`src/rtl/cu_pkg.sv`:
```
// Shared definitions for the multi-cycle control unit: FSM states, instruction
// classes, MIPS opcode/funct codes, the shared ALU op encoding and pc_src codes.
package cu_pkg;

  localparam int unsigned OPC_W    = 6;
  localparam int unsigned PC_SRC_W = 2;

  typedef enum logic [2:0] {
    ST_FETCH,
    ST_DECODE,
    ST_EXEC,
    ST_MULDIV_WAIT,
    ST_MEM,
    ST_WB,
    ST_HALT
  } cu_state_e;

  typedef enum logic [3:0] {
    CLS_RALU,
    CLS_MULDIV,
    CLS_IALU,
    CLS_BRANCH,
    CLS_J,
    CLS_JAL,
    CLS_JR,
    CLS_LOAD,
    CLS_STORE,
    CLS_SYSCALL
  } instr_cls_e;

  // Decoder result handed from cu_decode to the FSM
  typedef struct packed {
    instr_cls_e cls;
    logic       byte_acc;
    logic       legal;
  } dec_info_t;

  // Primary opcodes
  localparam logic [OPC_W-1:0] OP_R     = 6'h00;
  localparam logic [OPC_W-1:0] OP_J     = 6'h02;
  localparam logic [OPC_W-1:0] OP_JAL   = 6'h03;
  localparam logic [OPC_W-1:0] OP_BEQ   = 6'h04;
  localparam logic [OPC_W-1:0] OP_BNE   = 6'h05;
  localparam logic [OPC_W-1:0] OP_BLEZ  = 6'h06;
  localparam logic [OPC_W-1:0] OP_BGTZ  = 6'h07;
  localparam logic [OPC_W-1:0] OP_ADDI  = 6'h08;
  localparam logic [OPC_W-1:0] OP_ADDIU = 6'h09;
  localparam logic [OPC_W-1:0] OP_ANDI  = 6'h0C;
  localparam logic [OPC_W-1:0] OP_ORI   = 6'h0D;
  localparam logic [OPC_W-1:0] OP_XORI  = 6'h0E;
  localparam logic [OPC_W-1:0] OP_LB    = 6'h20;
  localparam logic [OPC_W-1:0] OP_LW    = 6'h23;
  localparam logic [OPC_W-1:0] OP_SB    = 6'h28;
  localparam logic [OPC_W-1:0] OP_SW    = 6'h2B;

  // Special funct codes
  localparam logic [OPC_W-1:0] FN_JR      = 6'h08;
  localparam logic [OPC_W-1:0] FN_SYSCALL = 6'h0C;
  localparam logic [OPC_W-1:0] FN_MULT    = 6'h18;
  localparam logic [OPC_W-1:0] FN_DIV     = 6'h1A;

  // Shared ALU op encoding: R-type ops reuse their funct value
  localparam logic [OPC_W-1:0] ALU_SLL  = 6'h00;
  localparam logic [OPC_W-1:0] ALU_SRL  = 6'h02;
  localparam logic [OPC_W-1:0] ALU_SRA  = 6'h03;
  localparam logic [OPC_W-1:0] ALU_SLLV = 6'h04;
  localparam logic [OPC_W-1:0] ALU_SRLV = 6'h06;
  localparam logic [OPC_W-1:0] ALU_MULT = 6'h18;
  localparam logic [OPC_W-1:0] ALU_DIV  = 6'h1A;
  localparam logic [OPC_W-1:0] ALU_ADD  = 6'h20;
  localparam logic [OPC_W-1:0] ALU_ADDU = 6'h21;
  localparam logic [OPC_W-1:0] ALU_SUB  = 6'h22;
  localparam logic [OPC_W-1:0] ALU_SUBU = 6'h23;
  localparam logic [OPC_W-1:0] ALU_AND  = 6'h24;
  localparam logic [OPC_W-1:0] ALU_OR   = 6'h25;
  localparam logic [OPC_W-1:0] ALU_XOR  = 6'h26;
  localparam logic [OPC_W-1:0] ALU_NOR  = 6'h27;
  localparam logic [OPC_W-1:0] ALU_SLT  = 6'h2A;
  // Compare ops: result is 0 when the branch condition holds
  localparam logic [OPC_W-1:0] ALU_CMP_EQ  = 6'h30;
  localparam logic [OPC_W-1:0] ALU_CMP_NE  = 6'h31;
  localparam logic [OPC_W-1:0] ALU_CMP_LEZ = 6'h32;
  localparam logic [OPC_W-1:0] ALU_CMP_GTZ = 6'h33;

  // Next-PC source select
  localparam logic [PC_SRC_W-1:0] PC_SRC_SEQ    = 2'd0;
  localparam logic [PC_SRC_W-1:0] PC_SRC_BRANCH = 2'd1;
  localparam logic [PC_SRC_W-1:0] PC_SRC_JUMP   = 2'd2;
  localparam logic [PC_SRC_W-1:0] PC_SRC_RS     = 2'd3;

endpackage

```
`src/rtl/multicycle_cu_if.sv`:
```
// Memory and ALU handshake bundle between the control unit and the datapath.
//   master: control unit (drives requests/strobes, samples readys/flags)
//   slave : memories + ALU
interface multicycle_cu_if #(
  parameter int unsigned ALU_OP_W = 6
) ();
  logic                imem_req;
  logic                imem_ready;
  logic [31:0]         imem_rdata;
  logic                dmem_req;
  logic                dmem_we;
  logic                dmem_byte;
  logic                dmem_ready;
  logic [ALU_OP_W-1:0] alu_op;
  logic                alu_src;
  logic                alu_start;
  logic                alu_done;
  logic                zero;

  modport master (
    output imem_req, dmem_req, dmem_we, dmem_byte, alu_op, alu_src, alu_start,
    input  imem_ready, imem_rdata, dmem_ready, alu_done, zero
  );

  modport slave (
    input  imem_req, dmem_req, dmem_we, dmem_byte, alu_op, alu_src, alu_start,
    output imem_ready, imem_rdata, dmem_ready, alu_done, zero
  );
endinterface

```
`src/rtl/cu_decode.sv`:
```
// Combinational instruction classifier.
//   opcode_i/funct_i : ir[31:26] / ir[5:0]
//   info_o           : instruction class, byte-access flag, legal flag
//   alu_op_o         : ALU operation used in EXEC
module cu_decode
  import cu_pkg::*;
#(
  parameter int unsigned ALU_OP_W = 6
) (
  input  logic [OPC_W-1:0]    opcode_i,
  input  logic [OPC_W-1:0]    funct_i,
  output dec_info_t           info_o,
  output logic [ALU_OP_W-1:0] alu_op_o
);

  always_comb begin
    info_o.cls      = CLS_RALU;
    info_o.byte_acc = 1'b0;
    info_o.legal    = 1'b1;
    alu_op_o        = '0;
    case (opcode_i)
      OP_R: begin
        if (funct_i inside {ALU_ADD, ALU_ADDU, ALU_SUB, ALU_SUBU, ALU_AND, ALU_OR,
                            ALU_XOR, ALU_NOR, ALU_SLT, ALU_SLL, ALU_SRL, ALU_SRA,
                            ALU_SLLV, ALU_SRLV}) begin
          info_o.cls = CLS_RALU;
          alu_op_o   = ALU_OP_W'(funct_i);
        end else if (funct_i == FN_MULT || funct_i == FN_DIV) begin
          info_o.cls = CLS_MULDIV;
          alu_op_o   = ALU_OP_W'(funct_i);
        end else if (funct_i == FN_JR) begin
          info_o.cls = CLS_JR;
        end else if (funct_i == FN_SYSCALL) begin
          info_o.cls = CLS_SYSCALL;
        end else begin
          info_o.legal = 1'b0;
        end
      end
      OP_J:     info_o.cls = CLS_J;
      OP_JAL:   info_o.cls = CLS_JAL;
      OP_BEQ:   begin info_o.cls = CLS_BRANCH; alu_op_o = ALU_OP_W'(ALU_CMP_EQ);  end
      OP_BNE:   begin info_o.cls = CLS_BRANCH; alu_op_o = ALU_OP_W'(ALU_CMP_NE);  end
      OP_BLEZ:  begin info_o.cls = CLS_BRANCH; alu_op_o = ALU_OP_W'(ALU_CMP_LEZ); end
      OP_BGTZ:  begin info_o.cls = CLS_BRANCH; alu_op_o = ALU_OP_W'(ALU_CMP_GTZ); end
      OP_ADDI:  begin info_o.cls = CLS_IALU;   alu_op_o = ALU_OP_W'(ALU_ADD);     end
      OP_ADDIU: begin info_o.cls = CLS_IALU;   alu_op_o = ALU_OP_W'(ALU_ADDU);    end
      OP_ANDI:  begin info_o.cls = CLS_IALU;   alu_op_o = ALU_OP_W'(ALU_AND);     end
      OP_ORI:   begin info_o.cls = CLS_IALU;   alu_op_o = ALU_OP_W'(ALU_OR);      end
      OP_XORI:  begin info_o.cls = CLS_IALU;   alu_op_o = ALU_OP_W'(ALU_XOR);     end
      OP_LW:    begin info_o.cls = CLS_LOAD;   alu_op_o = ALU_OP_W'(ALU_ADD);     end
      OP_SW:    begin info_o.cls = CLS_STORE;  alu_op_o = ALU_OP_W'(ALU_ADD);     end
      OP_LB: begin
        info_o.cls      = CLS_LOAD;
        info_o.byte_acc = 1'b1;
        alu_op_o        = ALU_OP_W'(ALU_ADD);
      end
      OP_SB: begin
        info_o.cls      = CLS_STORE;
        info_o.byte_acc = 1'b1;
        alu_op_o        = ALU_OP_W'(ALU_ADD);
      end
      default:  info_o.legal = 1'b0;
    endcase
  end

endmodule

```
`src/rtl/multicycle_cu.sv`:
```
// Multi-cycle MIPS control unit: sequences FETCH/DECODE/EXEC/MULDIV_WAIT/MEM/WB
// per instruction and stops in HALT on SYSCALL or a trap.
//   clk, rst_b         : clock, async active-low reset
//   bus (master)       : imem/dmem handshakes, ALU op/start/done, zero flag
//   ir                 : latched instruction register
//   reg_write..pc_src  : datapath mux selects and write enables
//   halted, illegal    : sticky stop status (illegal = stopped by a trap)
module multicycle_cu
  import cu_pkg::*;
#(
  parameter int unsigned ALU_OP_W   = 6,
  parameter int unsigned MULDIV_MAX = 64
) (
  input  logic                clk,
  input  logic                rst_b,
  multicycle_cu_if.master     bus,
  output logic [31:0]         ir,
  output logic                reg_write,
  output logic                reg_dest,
  output logic                link,
  output logic                mem_to_reg,
  output logic                pc_write,
  output logic [PC_SRC_W-1:0] pc_src,
  output logic                halted,
  output logic                illegal
);

  localparam int unsigned CNT_W = $clog2(MULDIV_MAX + 1);

  cu_state_e           state_q, state_d;
  logic [31:0]         ir_q, ir_d;
  logic [CNT_W-1:0]    cnt_q, cnt_d;
  logic                illegal_q, illegal_d;

  dec_info_t           dec;
  logic [ALU_OP_W-1:0] dec_alu_op;

  logic                imem_req_c, dmem_req_c, dmem_we_c, dmem_byte_c;
  logic                alu_src_c, alu_start_c;
  logic [ALU_OP_W-1:0] alu_op_c;

  cu_decode #(.ALU_OP_W(ALU_OP_W)) u_decode (
    .opcode_i (ir_q[31:26]),
    .funct_i  (ir_q[5:0]),
    .info_o   (dec),
    .alu_op_o (dec_alu_op)
  );

  // State register
  always_ff @(posedge clk or negedge rst_b) begin
    if (!rst_b) begin
      state_q   <= ST_FETCH;
      ir_q      <= '0;
      cnt_q     <= '0;
      illegal_q <= 1'b0;
    end else begin
      state_q   <= state_d;
      ir_q      <= ir_d;
      cnt_q     <= cnt_d;
      illegal_q <= illegal_d;
    end
  end

  // Next-state logic; the wait counter clears whenever it is not counting
  always_comb begin
    state_d   = state_q;
    ir_d      = ir_q;
    cnt_d     = '0;
    illegal_d = illegal_q;
    case (state_q)
      ST_FETCH: begin
        if (bus.imem_ready) begin
          ir_d    = bus.imem_rdata;
          state_d = ST_DECODE;
        end
      end
      ST_DECODE: begin
        if (!dec.legal) begin
          state_d   = ST_HALT;
          illegal_d = 1'b1;
        end else if (dec.cls == CLS_SYSCALL) begin
          state_d = ST_HALT;
        end else begin
          state_d = ST_EXEC;
        end
      end
      ST_EXEC: begin
        case (dec.cls)
          CLS_RALU, CLS_IALU:  state_d = ST_WB;
          CLS_MULDIV:          state_d = ST_MULDIV_WAIT;
          CLS_LOAD, CLS_STORE: state_d = ST_MEM;
          default:             state_d = ST_FETCH;
        endcase
      end
      ST_MULDIV_WAIT: begin
        // done wins over timeout when both land in the same cycle
        if (bus.alu_done) begin
          state_d = ST_WB;
        end else if (cnt_q == CNT_W'(MULDIV_MAX)) begin
          state_d   = ST_HALT;
          illegal_d = 1'b1;
        end else begin
          cnt_d = cnt_q + CNT_W'(1);
        end
      end
      ST_MEM: begin
        if (bus.dmem_ready) begin
          state_d = (dec.cls == CLS_LOAD) ? ST_WB : ST_FETCH;
        end
      end
      ST_WB:   state_d = ST_FETCH;
      ST_HALT: state_d = ST_HALT;
      default: state_d = ST_FETCH;
    endcase
  end

  // Moore outputs; all forced low while reset is asserted
  always_comb begin
    imem_req_c  = 1'b0;
    dmem_req_c  = 1'b0;
    dmem_we_c   = 1'b0;
    dmem_byte_c = 1'b0;
    alu_op_c    = '0;
    alu_src_c   = 1'b0;
    alu_start_c = 1'b0;
    reg_write   = 1'b0;
    reg_dest    = 1'b0;
    link        = 1'b0;
    mem_to_reg  = 1'b0;
    pc_write    = 1'b0;
    pc_src      = PC_SRC_SEQ;
    halted      = 1'b0;
    if (rst_b) begin
      case (state_q)
        ST_FETCH: begin
          imem_req_c = 1'b1;
          pc_write   = bus.imem_ready;
        end
        ST_EXEC: begin
          alu_op_c = dec_alu_op;
          case (dec.cls)
            CLS_IALU, CLS_LOAD, CLS_STORE: alu_src_c = 1'b1;
            CLS_MULDIV: alu_start_c = 1'b1;
            CLS_BRANCH: begin
              pc_write = bus.zero;
              pc_src   = PC_SRC_BRANCH;
            end
            CLS_J: begin
              pc_write = 1'b1;
              pc_src   = PC_SRC_JUMP;
            end
            CLS_JAL: begin
              pc_write  = 1'b1;
              pc_src    = PC_SRC_JUMP;
              reg_write = 1'b1;
              link      = 1'b1;
            end
            CLS_JR: begin
              pc_write = 1'b1;
              pc_src   = PC_SRC_RS;
            end
            default: ;
          endcase
        end
        ST_MEM: begin
          dmem_req_c  = 1'b1;
          dmem_we_c   = (dec.cls == CLS_STORE);
          dmem_byte_c = dec.byte_acc;
        end
        ST_WB: begin
          reg_write  = 1'b1;
          reg_dest   = (dec.cls == CLS_RALU) || (dec.cls == CLS_MULDIV);
          mem_to_reg = (dec.cls == CLS_LOAD);
        end
        ST_HALT: halted = 1'b1;
        default: ;
      endcase
    end
  end

  assign bus.imem_req  = imem_req_c;
  assign bus.dmem_req  = dmem_req_c;
  assign bus.dmem_we   = dmem_we_c;
  assign bus.dmem_byte = dmem_byte_c;
  assign bus.alu_op    = alu_op_c;
  assign bus.alu_src   = alu_src_c;
  assign bus.alu_start = alu_start_c;
  assign ir            = ir_q;
  assign illegal       = illegal_q;

endmodule

```
`src/flat_wrapper.sv`:
```
// flat-port wrapper written by rule: the top's interface ports become plain ports
module multicycle_cu_flat import cu_pkg::*;
#(
  parameter int unsigned ALU_OP_W   = 6,
  parameter int unsigned MULDIV_MAX = 64
)
  (clk, rst_b, ir, reg_write, reg_dest, link, mem_to_reg, pc_write, pc_src, halted, illegal, bus_imem_req, bus_dmem_req, bus_dmem_we, bus_dmem_byte, bus_alu_op, bus_alu_src, bus_alu_start, bus_imem_ready, bus_imem_rdata, bus_dmem_ready, bus_alu_done, bus_zero);
  multicycle_cu_if #(.ALU_OP_W(ALU_OP_W)) bus_i ();
  input  logic clk;
  input  logic rst_b;
  output logic [31:0] ir;
  output logic reg_write;
  output logic reg_dest;
  output logic link;
  output logic mem_to_reg;
  output logic pc_write;
  output logic [PC_SRC_W-1:0] pc_src;
  output logic halted;
  output logic illegal;
  output wire logic [$bits(bus_i.imem_req)-1:0] bus_imem_req;
  output wire logic [$bits(bus_i.dmem_req)-1:0] bus_dmem_req;
  output wire logic [$bits(bus_i.dmem_we)-1:0] bus_dmem_we;
  output wire logic [$bits(bus_i.dmem_byte)-1:0] bus_dmem_byte;
  output wire logic [$bits(bus_i.alu_op)-1:0] bus_alu_op;
  output wire logic [$bits(bus_i.alu_src)-1:0] bus_alu_src;
  output wire logic [$bits(bus_i.alu_start)-1:0] bus_alu_start;
  input wire logic [$bits(bus_i.imem_ready)-1:0] bus_imem_ready;
  input wire logic [$bits(bus_i.imem_rdata)-1:0] bus_imem_rdata;
  input wire logic [$bits(bus_i.dmem_ready)-1:0] bus_dmem_ready;
  input wire logic [$bits(bus_i.alu_done)-1:0] bus_alu_done;
  input wire logic [$bits(bus_i.zero)-1:0] bus_zero;
  assign bus_imem_req = bus_i.imem_req;
  assign bus_dmem_req = bus_i.dmem_req;
  assign bus_dmem_we = bus_i.dmem_we;
  assign bus_dmem_byte = bus_i.dmem_byte;
  assign bus_alu_op = bus_i.alu_op;
  assign bus_alu_src = bus_i.alu_src;
  assign bus_alu_start = bus_i.alu_start;
  assign bus_i.imem_ready = bus_imem_ready;
  assign bus_i.imem_rdata = bus_imem_rdata;
  assign bus_i.dmem_ready = bus_dmem_ready;
  assign bus_i.alu_done = bus_alu_done;
  assign bus_i.zero = bus_zero;
  multicycle_cu #(.ALU_OP_W(ALU_OP_W), .MULDIV_MAX(MULDIV_MAX)) u_core (.clk(clk), .rst_b(rst_b), .bus(bus_i), .ir(ir), .reg_write(reg_write), .reg_dest(reg_dest), .link(link), .mem_to_reg(mem_to_reg), .pc_write(pc_write), .pc_src(pc_src), .halted(halted), .illegal(illegal));
endmodule
```
`config.mk`:
```
export PLATFORM = sky130hd
export DESIGN_NAME = multicycle_cu_flat
export DESIGN_NICKNAME = d
export VERILOG_FILES = /design/src/rtl/cu_pkg.sv /design/src/rtl/multicycle_cu_if.sv /design/src/rtl/cu_decode.sv /design/src/rtl/multicycle_cu.sv /design/src/flat_wrapper.sv
export SDC_FILE = /design/constraint.sdc
export NUM_CORES = 1
export LEC_CHECK = 0
export CORE_MARGIN = 4
export CORE_UTILIZATION = 40
export DETAILED_ROUTE_END_ITERATION = 16
export PLACE_DENSITY = 0.74
export SYNTH_ARGS = -nofsm -noshare
export SYNTH_HDL_FRONTEND = slang
export SYNTH_SLANG_ARGS = --single-unit
```
`constraint.sdc`:
```
create_clock -name clk -period 2.1 [get_ports clk]
set_clock_uncertainty 0.05 [all_clocks]
set_input_delay 0.42 -clock clk [delete_from_list [all_inputs] [get_ports clk]]
set_output_delay 0.42 -clock clk [all_outputs]
set_load 0.01 [all_outputs]
```
==> results.tsv <==
metric	value	unit
initial core utilization	41.6	%
Via Count	2601	
critical path fanouts, max	3	
first-pass GRT wire length	12200	µm
Final Wtd Congestion	0.889	
Max Clock Freq	390	MHz
max_cap viols	0	
post-synth cell types	52	
H-tree levels	2	
post-DR wirelength/cell	16.4	µm
endpoints failing hold	0	
CTS hold repair buffers	0	
Worst Path Arrival	2090	ps
PortBufs	90	
Tmin final	2560	ps
sequential area share after synthesis	43.5	%
worst setup margin	-462	ps
initial antenna violation count	0	
Inserted Diodes	0	
clock root buffer	clkbuf_8	
Post-synth EDFFs	0	
Final Routed Wirelength	8050	µm
Clock Path Buffers	2	
Pre-antenna DRT Iters	4	
Nets	456	
placed insts	461	
RSZ-0062 raised after global routing	yes	
peak supply drop	449	µV
area grow syn2layout	75.8	%
pwr dens	342	nW/µm²
Vias/cell	5.29	
initial DRC count	130	
Gate Count Post-Synth	259	
GRT overflow	0	
critical path class	register to primary output	
Yosys reg bits	43	
Pwr Total	1490	µW
Die Area	7510	µm²
post-synth top area cell	dfrtp_1	
# IOs	91	
Worst EP required	1630	ps
Hold WC Path Type	input port to async pin	
worst skew pair latency	290	ps
Pleak	0.00195	µW
DRC violation count after routing	0	
measured slew at the worst slew-check pin	412	ps
# clock sinks	43	
Slew Limit Fails	0	
status	finished, violations left	
predominant post-synthesis flop cell	dfrtp_1	
Rows	28	
total track usage	20.2	%
die width	86.7	µm
share of layout cells above drive strength 1	42.4	%
YS warnings	0	
CORE AREA	5960	µm²
chip height	86.7	µm
pin count of the biggest net entering global routing	46	
clock buffer count from CTS	5	
final setup vio count	18	
Reg clk slew, reported paths	90	ps
vias in the first global route	2658	
hpwl dp	5370	µm
asr flop ratio synth	100	%
average size of a mapped cell	9.56	µm²
CTS tree	done	
Finished Layout Cells	492	
Critical Path Start Type	register	
cell area after synthesis	2470	µm²
largest cells by area after synthesis	dfrtp_1 (43%), mux2_2 (13%), nor2_1 (4.7%)	
Yosys top cell area share	43.5	%
Final Cycle Share	122	%
max_slew headroom	72.2	%
Syn Nets	299	
ANT nets after route	0	
crit end category	primary output	
failing checks	negative setup slack	
[worst max-delay path, cell delays in order, from the launching register on]
cell and delay [ps]:
dfrtp_1 420, buf_6 130, nor4_4 260, buf_4 180, buf_6 90, nand2_4 50
nor3_4 170, buf_6 130, nand2_4 40, a31oi_1 180, buf_2 160
[sequential cells by signal, indices dropped and copies added (netlist names)]
signal and count:
u_core.cnt_q 7, u_core.illegal 1, u_core.ir 32, u_core.state_q 3
[metrics by stage]
step | TNS [ps] | setup WS [ps] | area (µm²) | utilization, % | hold WS, ps
4_1_cts | -4170 | -425 | 4150 | 69.6 | 81.2
5_1_grt | -6980 | -560 | 4350 | 73.1 | 102
6_report | -5460 | -462 | 4350 | 73.1 | 77.9
2_1_floorplan | -35.1 | -35.1 | 2490 | - | 74.4
3_5_place_dp | -8050 | -514 | 3820 | 64.2 | 423
3_3_place_gp | -7690 | -488 | 3820 | 64.2 | 412
[synth_stat cells (2+ instances only)]
master,number
a21oi_1,11
buf_2,7
clkbuf_1,9
nor3b_1,2
ha_1,2
nor4b_1,2
nor4_2,4
inv_1,8
o21ai_0,11
o21ai_1,2
nor2b_1,5
a31oi_1,2
dfrtp_1,43
nor3_1,9
nand3_1,9
and3_1,5
o2111ai_1,2
a32oi_1,2
o22a_1,2
nand2b_1,7
nand4_1,2
xor2_1,2
mux2i_1,2
nand2_1,21
nor2_1,31
xnor2_1,4
mux2_2,28
[where the power goes]
group	internal, µW	leakage, µW	switching, µW	total, µW
Combinational	67.4	0.00133	31.6	99.0
Clock	269	0.0000474	295	563
Sequential	827	0.000569	0	827
[cell usage in the layout, fill, tap and decap left out, types with 4 or more instances in the layout]
cell	synthesis	layout
clkbuf_8	0	6
inv_1	8	6
a21oi_1	11	10
buf_4	1	55
mux2_2	28	28
clkdlybuf4s50_1	0	68
o21ai_1	2	4
nor3_1	9	5
buf_6	1	21
nor4_4	0	4
nand3_1	9	6
and3_1	5	4
nor2_1	31	26
nand2_1	21	18
o21ai_0	11	8
buf_2	7	17
dfrtp_1	43	41
nand2b_1	7	5
[what timing repair did]
action,4_1_cts,5_1_grt
pin swaps,21,21
resized for setup,116,37
endpoints found under the setup margin,22,20
buffers inserted,14,13
[worst paths after layout]
| kind | start | to | slack (ps) | depth (start not counted) |
|---|---|---|---|---|
| setup / recovery | u_core.ir[29] | bus_alu_op[5] | -460 | 10 |
| hold / removal | rst_b | u_core.state_q[1] | 80 | 2 |
| setup reg to reg | u_core.ir[28] | u_core.illegal | -180 | 8 |
| hold reg to reg | u_core.cnt_q[0] | u_core.cnt_q[0] | 430 | 1 |
| max in group asynchronous | rst_b | u_core.ir[31] | 1640 | 2 |
| min in group clk | u_core.cnt_q[0] | u_core.cnt_q[0] | 430 | 1 |
[kinds of logic (layout without fill, tap and decap cells)]
kind of cell / Yosys count / after routing / synth area share [%]
xor gates and xnor gates: 6 / 6 / 2.12
muxes: 30 / 30 / 13.5
adders and majority gates: 2 / 2 / 1.01
buffers and inverters: 27 / 185 / 4.90
DFF: 43 / 43 / 43.5
and+or+nand+nor: 109 / 109 / 24.0
AOI/OAI and AO/OA: 42 / 42 / 10.9
[final cells by class]
| cell class | count | area, µm² |
|---|---|---|
| fill | 426 | 1600 |
| multi-input combinational | 189 | 1530 |
| timing repair buffer | 168 | 1510 |
| sequential | 43 | 1080 |
| tap | 75 | 93.8 |
| clock buffer | 6 | 82.6 |
| inverter | 9 | 38.8 |
| clock inverter | 2 | 16.3 |
[layer usage]
| metal | global-route usage, % | part of all wire, % | vias to the layer above |
|---|---|---|---|
| met1 | 22.5 | 40 | 1269 |
| met2 | 35.4 | 51 | 87 |
| li1 | - | - | 1234 |
| met3 | 7.98 | 8.1 | 11 |
| met4 | 5.95 | 1.4 | 0 |
| met5 | 0 | 0 | - |
(Power assumes the default switching activity.)
